--- src/rtl/mem_access_unit_if.sv ---
// Core-side load/store handshake plus the word-wide RAM port, bundled for mem_access_unit.
// The slave modport is the unit's view; master is the core/RAM side.
interface mem_access_unit_if #(
    parameter int ADDR_W = 32
);
    logic              req;
    logic              op_we;
    logic [1:0]        op_size;
    logic              op_signed;
    logic [ADDR_W-1:0] addr;
    logic [31:0]       wdata;
    logic              busy;
    logic              done;
    logic [31:0]       rdata;
    logic              misaligned;
    logic [ADDR_W-1:0] sa;
    logic [31:0]       sin;
    logic              sw;
    logic [31:0]       sout;

    modport slave (
        input  req, op_we, op_size, op_signed, addr, wdata, sout,
        output busy, done, rdata, misaligned, sa, sin, sw
    );

    modport master (
        output req, op_we, op_size, op_signed, addr, wdata, sout,
        input  busy, done, rdata, misaligned, sa, sin, sw
    );
endinterface

--- src/rtl/mem_access_unit.sv ---
// Byte/half/word load-store engine on a word-wide RAM, with read-modify-write for sub-word stores.
// Define MAU_MISALIGN_TRAP_EN to trap misaligned half/word accesses instead of performing them.
module mem_access_unit #(
    parameter int ADDR_W     = 32,
    parameter bit BIG_ENDIAN = 1'b1
) (
    input logic                clk,
    input logic                rst,
    mem_access_unit_if.slave   bus
);

    typedef enum logic [1:0] {
        IDLE  = 2'd0,
        READ  = 2'd1,
        WRITE = 2'd2,
        DONE  = 2'd3
    } state_t;

    localparam logic [1:0] SZ_BYTE = 2'b00;
    localparam logic [1:0] SZ_HALF = 2'b01;
    localparam logic [1:0] SZ_WORD = 2'b10;

    state_t            state_q, state_d;
    logic              we_q, we_d;
    logic [1:0]        size_q, size_d;
    logic              signed_q, signed_d;
    logic [1:0]        off_q, off_d;
    logic [31:0]       wdata_q, wdata_d;
    logic [ADDR_W-1:0] sa_q, sa_d;
    logic [31:0]       sin_q, sin_d;
    logic              done_q, done_d;
    logic [31:0]       rdata_q, rdata_d;
    logic              mis_q, mis_d;

    logic [1:0]        req_size;
    logic              trap;
    logic [4:0]        shift_amt;
    logic [31:0]       shifted;
    logic [31:0]       lane_mask;
    logic [31:0]       load_val;
    logic [31:0]       merged;

    assign req_size = (bus.op_size == 2'b11) ? SZ_WORD : bus.op_size;

`ifdef MAU_MISALIGN_TRAP_EN
    assign trap = ((req_size == SZ_HALF) && bus.addr[0]) ||
                  ((req_size == SZ_WORD) && (bus.addr[1:0] != 2'b00));
`else
    assign trap = 1'b0;
`endif

    // Bit position of the addressed lane's LSB within the RAM word.
    always_comb begin
        shift_amt = 5'd0;
        case (size_q)
            SZ_BYTE: shift_amt = BIG_ENDIAN ? {~off_q, 3'b000} : {off_q, 3'b000};
            SZ_HALF: shift_amt = BIG_ENDIAN ? {~off_q[1], 4'b0000} : {off_q[1], 4'b0000};
            default: shift_amt = 5'd0;
        endcase
    end

    always_comb begin
        shifted   = bus.sout >> shift_amt;
        lane_mask = 32'hFFFF_FFFF;
        load_val  = shifted;
        case (size_q)
            SZ_BYTE: begin
                lane_mask = 32'h0000_00FF << shift_amt;
                load_val  = {{24{signed_q & shifted[7]}}, shifted[7:0]};
            end
            SZ_HALF: begin
                lane_mask = 32'h0000_FFFF << shift_amt;
                load_val  = {{16{signed_q & shifted[15]}}, shifted[15:0]};
            end
            default: begin
                lane_mask = 32'hFFFF_FFFF;
                load_val  = shifted;
            end
        endcase
        merged = (bus.sout & ~lane_mask) | ((wdata_q << shift_amt) & lane_mask);
    end

    always_comb begin
        state_d  = state_q;
        we_d     = we_q;
        size_d   = size_q;
        signed_d = signed_q;
        off_d    = off_q;
        wdata_d  = wdata_q;
        sa_d     = sa_q;
        sin_d    = sin_q;
        done_d   = 1'b0;
        rdata_d  = rdata_q;
        mis_d    = mis_q;
        case (state_q)
            IDLE: begin
                if (bus.req) begin
                    we_d     = bus.op_we;
                    size_d   = req_size;
                    signed_d = bus.op_signed;
                    off_d    = bus.addr[1:0];
                    wdata_d  = bus.wdata;
                    if (trap) begin
                        state_d = DONE;
                        done_d  = 1'b1;
                        mis_d   = 1'b1;
                    end else begin
                        sa_d = {bus.addr[ADDR_W-1:2], 2'b00};
                        if (bus.op_we && (req_size == SZ_WORD)) begin
                            sin_d   = bus.wdata;
                            state_d = WRITE;
                        end else begin
                            state_d = READ;
                        end
                    end
                end
            end
            READ: begin
                if (we_q) begin
                    sin_d   = merged;
                    state_d = WRITE;
                end else begin
                    rdata_d = load_val;
                    mis_d   = 1'b0;
                    done_d  = 1'b1;
                    state_d = DONE;
                end
            end
            WRITE: begin
                mis_d   = 1'b0;
                done_d  = 1'b1;
                state_d = DONE;
            end
            DONE: begin
                state_d = IDLE;
            end
            default: begin
                state_d = IDLE;
            end
        endcase
    end

    always_ff @(posedge clk) begin
        if (rst) begin
            state_q  <= IDLE;
            we_q     <= 1'b0;
            size_q   <= SZ_BYTE;
            signed_q <= 1'b0;
            off_q    <= 2'b00;
            wdata_q  <= 32'h0;
            sa_q     <= '0;
            sin_q    <= 32'h0;
            done_q   <= 1'b0;
            rdata_q  <= 32'h0;
            mis_q    <= 1'b0;
        end else begin
            state_q  <= state_d;
            we_q     <= we_d;
            size_q   <= size_d;
            signed_q <= signed_d;
            off_q    <= off_d;
            wdata_q  <= wdata_d;
            sa_q     <= sa_d;
            sin_q    <= sin_d;
            done_q   <= done_d;
            rdata_q  <= rdata_d;
            mis_q    <= mis_d;
        end
    end

    // A reset landing in the WRITE cycle must block the RAM write on that same edge.
    assign bus.sw         = (state_q == WRITE) && !rst;
    assign bus.busy       = (state_q != IDLE);
    assign bus.done       = done_q;
    assign bus.rdata      = rdata_q;
    assign bus.misaligned = mis_q;
    assign bus.sa         = sa_q;
    assign bus.sin        = sin_q;

endmodule

--- src/flat_wrapper.sv ---
// flat-port wrapper written by rule: the top's interface ports become plain ports
module mem_access_unit_flat 
#(
    parameter int ADDR_W     = 32,
    parameter bit BIG_ENDIAN = 1'b1
)
  (clk, rst, bus_req, bus_op_we, bus_op_size, bus_op_signed, bus_addr, bus_wdata, bus_sout, bus_busy, bus_done, bus_rdata, bus_misaligned, bus_sa, bus_sin, bus_sw);
  mem_access_unit_if #(.ADDR_W(ADDR_W)) bus_i ();
  input logic clk;
  input logic rst;
  input wire logic [$bits(bus_i.req)-1:0] bus_req;
  input wire logic [$bits(bus_i.op_we)-1:0] bus_op_we;
  input wire logic [$bits(bus_i.op_size)-1:0] bus_op_size;
  input wire logic [$bits(bus_i.op_signed)-1:0] bus_op_signed;
  input wire logic [$bits(bus_i.addr)-1:0] bus_addr;
  input wire logic [$bits(bus_i.wdata)-1:0] bus_wdata;
  input wire logic [$bits(bus_i.sout)-1:0] bus_sout;
  output wire logic [$bits(bus_i.busy)-1:0] bus_busy;
  output wire logic [$bits(bus_i.done)-1:0] bus_done;
  output wire logic [$bits(bus_i.rdata)-1:0] bus_rdata;
  output wire logic [$bits(bus_i.misaligned)-1:0] bus_misaligned;
  output wire logic [$bits(bus_i.sa)-1:0] bus_sa;
  output wire logic [$bits(bus_i.sin)-1:0] bus_sin;
  output wire logic [$bits(bus_i.sw)-1:0] bus_sw;
  assign bus_i.req = bus_req;
  assign bus_i.op_we = bus_op_we;
  assign bus_i.op_size = bus_op_size;
  assign bus_i.op_signed = bus_op_signed;
  assign bus_i.addr = bus_addr;
  assign bus_i.wdata = bus_wdata;
  assign bus_i.sout = bus_sout;
  assign bus_busy = bus_i.busy;
  assign bus_done = bus_i.done;
  assign bus_rdata = bus_i.rdata;
  assign bus_misaligned = bus_i.misaligned;
  assign bus_sa = bus_i.sa;
  assign bus_sin = bus_i.sin;
  assign bus_sw = bus_i.sw;
  mem_access_unit #(.ADDR_W(ADDR_W), .BIG_ENDIAN(BIG_ENDIAN)) u_core (.clk(clk), .rst(rst), .bus(bus_i));
endmodule
--- config.mk ---
export PLATFORM = sky130hd
export DESIGN_NAME = mem_access_unit_flat
export DESIGN_NICKNAME = d
export VERILOG_FILES = /design/src/rtl/mem_access_unit_if.sv /design/src/rtl/mem_access_unit.sv /design/src/flat_wrapper.sv
export SDC_FILE = /design/constraint.sdc
export NUM_CORES = 1
export LEC_CHECK = 0
export ABC_AREA = 1
export ABC_CLOCK_PERIOD_IN_PS = 3650
export BUFFER_PORTS_ARGS = -buffer_cell sky130_fd_sc_hd__buf_2
export CAP_MARGIN = 20
export CORE_MARGIN = 2
export CORE_UTILIZATION = 50
export DETAILED_ROUTE_END_ITERATION = 8
export PLACE_DENSITY = 0.81
export SLEW_MARGIN = 20
export SYNTH_ARGS = -nofsm -noshare
export SYNTH_HDL_FRONTEND = slang
export SYNTH_SLANG_ARGS = --single-unit
--- constraint.sdc ---
create_clock -name clk -period 3.65 [get_ports clk]
set_input_delay 0.365 -clock clk [delete_from_list [all_inputs] [get_ports clk]]
set_output_delay 0.365 -clock clk [all_outputs]
set_load 0.01 [all_outputs]
==> out/results.tsv, run 1 <==
metric	value	unit
rsz0062_at_grt	no	
drtPass1Iterations	6	
clk_latency	420	ps
synth_top_family_by_area	simple AND/OR/NAND/NOR gates	
drtIter0Drc	821	
die_area	14700	um2
end_kind	flip-flop	
ios	203	
post_cts_buffers	0	
period_share	64.7	%
mostFrequentLayoutCell	nand2_1	
startpoint_type	flip-flop	
path_common_cell	nand2_1	
cpLargestDelayFamily	simple AND/OR/NAND/NOR gates	
max_stage_delay	490	ps
clockBufferDepth	2	
die_h	121	um
synthAdderAreaFrac	0.545	%
syn2layout_area_growth	23.7	%
muxShareOfSynthArea	0	%
netlist_instances	1089	
power_density	653	nW/um2
worstPathRequired	4020	ps
r2r_setup_slack	1290	ps
slew_headroom	35.1	%
worstPathCellList	inv_2 -> nand2_4 -> nand2_1 -> nand3_1 -> o21ai_1 -> nand2_1 -> nand3_1 -> nand2_1 -> inv_1	
cp_slowest_cell	nand2_1	
wl_per_cell	15.0	um
max_cap_violations	0	
fmax	0.423	GHz
worstSetupPathType	flip-flop to flip-flop	
synth_cell_types	29	
skew	9.54	ps
htreeDepth	4	
tns	0	ps
hold_depth	3	
num_vias	7637	
cts_buffers	17	
r2r-end	u_core.bus.rdata[29]$_SDFFE_PP0P_	
cts_resized	0	
final_nets	1355	
hold_viol	0	
start_util	51.6	%
core	13300	um2
yosys_warnings	0	
post-route-min-period	2360	ps
die_w	121	um
netlist_area	6890	um2
dpl.hpwl	15100	um
clk_pin_slew_worst_paths	60	ps
grt_overflow	0	
worst-path-buf-inv	2	
drive_above_1_share	20.0	%
hp-class	primary input to flip-flop	
setup_viol	0	
drc	0	
ir_drop	0.345	mV
grt_util_all_layers	29.4	%
synth_xor_area_share	0	%
cts_sinks	135	
synth_compound_gate_area_share	19.2	%
postLayoutCellArea	8520	um2
final_util	63.9	%
routabilityCongestion	0.924	
grt_pass1_vias	6860	
syn_avg_cell_area	6.32	um2
holdPathEnd	u_core.bus.sa[11]$_SDFFE_PP0P_	
hold_path_startpoint	bus_addr[11]	
drt_wl_total	21500	um
core.rowCount	42	
worstMarginPinSlew	974	ps
total_power	0.00556	W
root_buffer	clkbuf_16	
ys_ff_latch	135	
p_leak	4.47	nW
cp_max_fo	35	
via_per_inst	5.32	
report.final.slew_viol_count	0	
reg2regPathDepth	9	
post-place-ws	1360	ps
setup_slack	1290	ps
ys_seq_area_share	39.2	%
cts_tree	done	
placed_cell_area	7930	um2
diodes	0	
reg2reg_from	u_core.off_q[0]$_SDFFE_PP0P_	
cts_hold_buf	0	
cp.arrival	2730	ps
ant_nets	0	
synthSimpleGateAreaFrac	28.2	%
status	complete, no violations	
grt_pass1_wl	34100	um
grt_max_degree	106	
antenna_found_initial	0	
layout_common_cells	nand2_1 (213), buf_2 (199), inv_1 (144), nor2_1 (142), a21oi_1 (136)	
portBuffers	199	
-- per-stage QoR --
stage	instances	hold slack, ps
6_report	1435	200
5_1_grt	1435	220
4_1_cts	1435	185
3_5_place_dp	1406	452
3_3_place_gp	1406	444
2_1_floorplan	1091	429
-- layer usage --
metal	part of all wire, %	wire (um)	GRT usage (%)	up-vias
met5	0	0	0	-
met4	3.8	810	12.1	0
met3	6.9	1490	5.97	67
met2	46	9960	47.7	340
met1	43	9290	38.2	3452
li1	-	-	-	3778
-- flip-flops by register name, summed over array words and instances, names as in the netlist --
register / cells
u_core.wdata_q: 32
u_core.signed_q: 1
u_core.we_q: 1
u_core.state_q: 2
u_core.bus.sin: 32
u_core.bus.rdata: 32
u_core.bus.sa: 30
u_core.bus.done: 1
u_core.off_q: 2
u_core.size_q: 2
-- worst max path at each step --
stage	endpoint	from	slack [ps]	cells past startpoint
after floorplan	u_core.bus.sin[11]$_SDFFE_PP0P_	u_core.state_q[0]$_SDFFE_PP0P_	1990	8
after global placement	u_core.bus.rdata[12]$_SDFFE_PP0P_	u_core.off_q[0]$_SDFFE_PP0P_	1440	9
after detailed placement	u_core.bus.rdata[12]$_SDFFE_PP0P_	u_core.off_q[0]$_SDFFE_PP0P_	1360	9
after CTS	u_core.bus.rdata[12]$_SDFFE_PP0P_	u_core.off_q[0]$_SDFFE_PP0P_	1330	9
after global routing	u_core.bus.rdata[20]$_SDFFE_PP0P_	u_core.off_q[0]$_SDFFE_PP0P_	1050	9
final	u_core.bus.rdata[29]$_SDFFE_PP0P_	u_core.off_q[0]$_SDFFE_PP0P_	1290	9
-- power by group --
group | internal, W | switching (W) | total, W
Combinational | 0.000653 | 0.00129 | 0.00195
Clock | 0.00114 | 0.000605 | 0.00174
Sequential | 0.00175 | 0.000129 | 0.00187
Total | 0.00353 | 0.00203 | 0.00556
-- cells in the mapped netlist --
cell type | n | area [um2]
buf_1 | 5 | 18.8
a22oi_1 | 2 | 15.0
clkinv_1 | 1 | 3.75
clkbuf_1 | 50 | 188
o21ai_1 | 13 | 65.1
o2111ai_2 | 1 | 15.0
o211ai_1 | 11 | 82.6
conb_1 | 1 | 3.75
nand3_1 | 109 | 546
a211oi_1 | 2 | 15.0
nor3_1 | 1 | 5.00
nand2_1 | 214 | 803
nand2_4 | 1 | 11.3
inv_2 | 2 | 7.51
dfxtp_1 | 135 | 2700
nor2_1 | 143 | 537
o21ai_2 | 1 | 8.76
nand3_2 | 1 | 10.0
o21ai_0 | 85 | 425
buf_2 | 15 | 75.1
ha_1 | 3 | 37.5
a21oi_1 | 136 | 681
nand2_2 | 2 | 12.5
o22ai_1 | 1 | 6.26
buf_4 | 6 | 45.0
inv_1 | 145 | 544
a31oi_1 | 1 | 6.26
nor2_4 | 1 | 11.3
nor2_2 | 1 | 6.26
-- kinds of logic after synthesis --
group	after synthesis
compound gates	253
fa+ha+maj	3
buf+inv	224
flops	135
other cells	1
simple gates	473
-- worst reg2reg max path, stage by stage, from the launching register on --
cell	delay [ps]
dfxtp_1	320
inv_2	380
nand2_4	330
nand2_1	170
nand3_1	90
o21ai_1	120
nand2_1	490
nand3_1	250
nand2_1	100
inv_1	60
-- final cells by class --
cell class	count	area, um2
inverters	148	556
well taps	176	220
clock buffers	26	499
clock inverters	3	90.1
fillers	1259	4820
flip-flops and latches	135	2700
repair buffers	215	1130
multi-input cells	732	3330
No activity file was read; power rests on OpenSTA's default activity.
==> run 2: changes to the inputs <==
Settings changed: ABC_CLOCK_PERIOD_IN_PS 3650 to 2150, CORE_UTILIZATION 50 to 47, PLACE_DENSITY 0.81 to 0.8.
Clock period 3.65 ns to 2.15 ns, I/O delays scaled along.
==> run 2 against run 1 <==
Clock skew is 4.6 ps lower. Flip-flop and latch count is the same. Hold slack got worse by 160 ps. Sequential share of layout area shrank 0.18 points. Routed wire length down 0.83%. Critical path depth shrank 1. Fmax up 27%. Sequential power grew 71%. Register-to-register slack lost 1000 ps. Worst setup slack lost 1000 ps.
==> out/results.tsv, run 2 (synthesis gave the netlist of run 1 again) <==
metric	value	unit
intPower	0.00576	W
cp.arrival	2210	ps
drtIter0Drc	791	
ir_drop	0.545	mV
clk_latency	420	ps
start_util	47.8	%
grt_overflow	0	
hp-class	primary input to flip-flop	
postLayoutCellArea	8570	um2
antenna_found_initial	2	
die_area	15600	um2
cts_tree	done	
cts_buffers	17	
num_vias	7662	
layout_common_cells	nand2_1 (213), buf_2 (199), inv_1 (144), nor2_1 (143), a21oi_1 (136)	
cts_sinks	135	
ant_nets	0	
reg2regPathDepth	8	
dpl.hpwl	15500	um
clkPwrFrac	28.7	%
pwr-share-comb	36.5	%
holdPathEnd	u_core.bus.sa[28]$_SDFFE_PP0P_	
cp_slowest_cell	dfxtp_1	
period_share	86.6	%
startpoint_type	flip-flop	
tns	0	ps
core.rowCount	44	
setup_slack	287	ps
drtPass1Iterations	6	
die_h	125	um
worst-path-buf-inv	2	
worstSetupPathType	flip-flop to flip-flop	
path_common_cell	nand2_1	
placed_cell_area	8040	um2
cp_max_fo	52	
worstPathCellList	inv_1 -> ha_1 -> nand2_1 -> o2111ai_4 -> buf_12 -> nor2_1 -> nand2_1 -> a21oi_1	
grt_pass1_vias	6996	
skew	4.93	ps
fin_cells	1452	
root_buffer	clkbuf_16	
slew_headroom	56.3	%
syn2layout_area_growth	24.4	%
p_leak	4.49	nW
p_switching	0.00341	W
sw_frac_of_total	37.1	%
r2r_setup_slack	290	ps
via_per_inst	5.28	
portBuffers	199	
die_w	125	um
core	14400	um2
cts_resized	0	
ios	203	
setup_viol	0	
report.final.slew_viol_count	0	
worstMarginPinSlew	656	ps
wl_per_cell	14.7	um
drc	0	
grt_max_degree	66	
post-place-ws	304	ps
htreeDepth	4	
cpLargestDelayFamily	compound AO/OA/AOI/OAI gates	
end_kind	flip-flop	
grt_pass1_wl	34500	um
mostFrequentLayoutCell	nand2_1	
post-route-min-period	1860	ps
power_density	1070	nW/um2
hold_depth	3	
hold_path_startpoint	bus_addr[28]	
nFillCells	1451	
post_cts_buffers	0	
fmax	0.537	GHz
place_inst	1421	
cts_hold_buf	0	
r2r-end	u_core.bus.sin[11]$_SDFFE_PP0P_	
drive_above_1_share	20.4	%
max_stage_delay	360	ps
drt_wl_total	21400	um
hold_viol	0	
clk_pin_slew_worst_paths	60	ps
p_seq_share	34.8	%
total_power	0.00917	W
max_cap_violations	0	
final_nets	1362	
routabilityCongestion	0.937	
rsz0062_at_grt	no	
worstPathRequired	2500	ps
clockBufferDepth	2	
grt_util_all_layers	27.1	%
reg2reg_from	u_core.state_q[0]$_SDFFE_PP0P_	
status	complete, no violations	
run 2: worst max path at each step:
| stage | endpoint | slack [ps] | from | cells past startpoint |
|---|---|---|---|---|
| after detailed placement | u_core.bus.sin[10]$_SDFFE_PP0P_ | 300 | u_core.state_q[0]$_SDFFE_PP0P_ | 8 |
| after global routing | u_core.bus.rdata[22]$_SDFFE_PP0P_ | 110 | u_core.size_q[1]$_SDFFE_PP0P_ | 8 |
| final | u_core.bus.sin[11]$_SDFFE_PP0P_ | 290 | u_core.state_q[0]$_SDFFE_PP0P_ | 8 |
| after CTS | u_core.bus.sin[11]$_SDFFE_PP0P_ | 290 | u_core.state_q[0]$_SDFFE_PP0P_ | 8 |
| after global placement | u_core.bus.sin[13]$_SDFFE_PP0P_ | 350 | u_core.state_q[0]$_SDFFE_PP0P_ | 8 |
| after floorplan | u_core.bus.sin[11]$_SDFFE_PP0P_ | 490 | u_core.state_q[0]$_SDFFE_PP0P_ | 8 |
run 2: layout make-up:
cell class | instances | area [um2] | area share (%)
multi-input cells | 732 | 3320 | 38.8
flip-flops and latches | 135 | 2700 | 31.5
repair buffers | 222 | 1230 | 14.4
inverters | 148 | 556 | 6.48
clock buffers | 24 | 472 | 5.50
well taps | 184 | 230 | 2.69
clock inverters | 5 | 50.0 | 0.584
diodes | 2 | 5.00 | 0.0584
run 2: power groups by stage:
stage               combinational (W)  clock, W  sequential, W
floorplan                     0.00205         0        0.00337
global placement              0.00325         0        0.00323
detailed placement            0.00330         0        0.00323
CTS                           0.00332   0.00266        0.00319
global route                  0.00374   0.00279        0.00324
finish                        0.00335   0.00263        0.00319
run 2: stage by stage:
step,util [%],hold WS [ps]
floorplan,-,363
global placement,55.8,447
detailed placement,55.8,455
CTS,59.4,33.8
global route,59.4,48.1
finish,59.4,42.9
run 2: metal layers:
| layer | GRT usage, % | wire length, um |
|---|---|---|
| met3 | 4.96 | 1720 |
| met4 | 11.8 | 633 |
| met2 | 42.8 | 9800 |
| met5 | 0 | 0 |
| met1 | 36.3 | 9210 |
run 2: worst reg2reg max path, cell delays in order (launching register included):
cell and delay [ps]:
dfxtp_1 360, inv_1 70, ha_1 310, nand2_1 190, o2111ai_4 260, buf_12 290, nor2_1 110, nand2_1 70
a21oi_1 130
==> run 3: changes to the inputs <==
Settings changed: GPL_TIMING_DRIVEN from default to 0.
==> run 3 against run 2 <==
First-iteration DRC count is 2.4% lower. Via count rose by 3.3%. Sequential power barely moved. Clock power rose by 14%. Clock-buffer cell count down 3. Clock skew rose by 1.4 ps. Die area unchanged. Power up 5.3%. Critical path type unchanged. Largest power group unchanged.
==> out/results.tsv, run 3 (synthesis gave the netlist of run 1 again) <==
metric	value	unit
status	complete, no violations	
crit_path_start	u_core.state_q[1]$_SDFFE_PP0P_	
layout_common_cells	nand2_1 (214), buf_2 (213), inv_1 (145), nor2_1 (143), a21oi_1 (136)	
cpLargestDelayFamily	buffers and inverters	
place_inst	1473	
skew	6.37	ps
cts_sinks	135	
cp.arrival	2430	ps
grt_max_degree	17	
drtIter0Drc	772	
htreeDepth	4	
wl_per_cell	15.8	um
cts_buffers	17	
die_w	125	um
reg2reg_from	u_core.state_q[1]$_SDFFE_PP0P_	
worstPathCellList	inv_1 -> ha_1 -> buf_2 -> nand2_2 -> o2111ai_2 -> clkbuf_2 -> nor2_1 -> nand2_1 -> a21oi_1	
die_h	125	um
portBuffers	198	
diodes	0	
grt_pass1_vias	7202	
grt_pass1_wl	37200	um
ant_nets	0	
clockBufferDepth	2	
drive_above_1_share	20.6	%
mostFrequentLayoutCell	nand2_1	
via_per_inst	5.26	
worstMarginPinSlew	840	ps
whs	41.0	ps
reg2regPathDepth	9	
grt_util_all_layers	29.8	%
final_nets	1414	
cp_max_fo	10	
rsz0062_at_grt	yes	
r2r-end	u_core.bus.sin[13]$_SDFFE_PP0P_	
hold_viol	0	
worstPathRequired	2500	ps
syn2layout_area_growth	26.9	%
ios	203	
drt_wl_total	23800	um
slew_headroom	44.0	%
grt_overflow	0	
report.final.slew_viol_count	0	
fin_cells	1505	
final_util	60.6	%
clk_latency	430	ps
r2r_setup_slack	70	ps
root_buffer	clkbuf_16	
max_cap_violations	0	
holdPathEnd	u_core.size_q[0]$_SDFFE_PP0P_	
core.rowCount	44	
die_area	15600	um2
core	14400	um2
hold_depth	3	
drtPass1Iterations	6	
post-route-min-period	2080	ps
clk_pin_slew_worst_paths	60	ps
startpoint_type	flip-flop	
max_stage_delay	350	ps
setup_viol	0	
period_share	97.0	%
fmax	0.480	GHz
cp_slowest_cell	dfxtp_1	
num_vias	7918	
drc	0	
hold_path_startpoint	bus_op_size[0]	
hp-class	primary input to flip-flop	
ir_drop	0.737	mV
start_util	47.8	%
power_density	1100	nW/um2
worst-path-buf-inv	3	
routabilityCongestion	1.01	
p_leak	4.57	nW
cts_tree	done	
worstSetupPathType	flip-flop to flip-flop	
end_kind	flip-flop	
dpl.hpwl	18100	um
antenna_found_initial	0	
[run 3: changes by cell type in the layout (fill, tap and decap cells not counted), sizes merged, moves of 2 or more]
cell / delta
clkinvlp: +4
clkbuf: +47
bufinv: +2
buf: +2
diode: -2
[run 3: power breakdown]
group / leakage (nW) / total, W / switching [W] / internal, W
Clock: 0.286 / 0.00300 / 0.00112 / 0.00188
Sequential: 1.11 / 0.00318 / 0.000215 / 0.00296
Combinational: 3.17 / 0.00348 / 0.00232 / 0.00115
Total: 4.57 / 0.00965 / 0.00365 / 0.00600
[run 3: layout make-up]
class                      count  area [um2]
inverter                     148         556
clock inverter                11         148
fill                        1433        5680
clock buffer                  21         460
buffer                        76         343
tap                          184         230
timing repair buffer         198         991
sequential                   135        2700
multi-input combinational    732        3310
[run 3: timing repair]
action                                  CTS  global route
buffers inserted                          0             0
resized for setup                         5            16
endpoints found under the setup margin   62            67
hold buffers                              0             0
[run 3: worst register-to-register path, cell delays in order, from the launching register on]
cell and delay (ps):
dfxtp_1 350, inv_1 70, ha_1 170, buf_2 190, nand2_2 210, o2111ai_2 350, clkbuf_2 310, nor2_1 120
nand2_1 90, a21oi_1 150
[run 3: metal layers]
| layer | share of wire, % | vias up | routed length, um | GRT usage [%] |
|---|---|---|---|---|
| li1 | - | 3901 | - | - |
| met1 | 42 | 3545 | 9980 | 38.9 |
| met2 | 46 | 390 | 11000 | 48.6 |
| met3 | 8.4 | 82 | 2010 | 5.86 |
| met4 | 3.8 | 0 | 896 | 11.8 |
| met5 | 0 | - | 0 | 0 |
[run 3: worst max path at each step]
stage,to,slack (ps),cells past startpoint
2_1_floorplan,u_core.bus.sin[11]$_SDFFE_PP0P_,490,8
3_3_place_gp,u_core.wdata_q[11]$_SDFFE_PP0P_,-70,7
3_5_place_dp,u_core.wdata_q[11]$_SDFFE_PP0P_,-110,7
4_1_cts,u_core.bus.sin[13]$_SDFFE_PP0P_,2,8
5_1_grt,u_core.bus.sin[13]$_SDFFE_PP0P_,-130,9
6_report,u_core.bus.sin[13]$_SDFFE_PP0P_,70,9
[run 3: stage by stage]
stage          area (um2)  setup WS (ps)  setup TNS [ps]  total power, W
3_3_place_gp         8120          -71.8            -941         0.00655
5_1_grt              8740           -127           -1530          0.0102
3_5_place_dp         8120           -115           -2850         0.00659
2_1_floorplan        6900            485               0         0.00543
6_report             8740           65.2               0         0.00965
4_1_cts              8730           1.83               0         0.00960
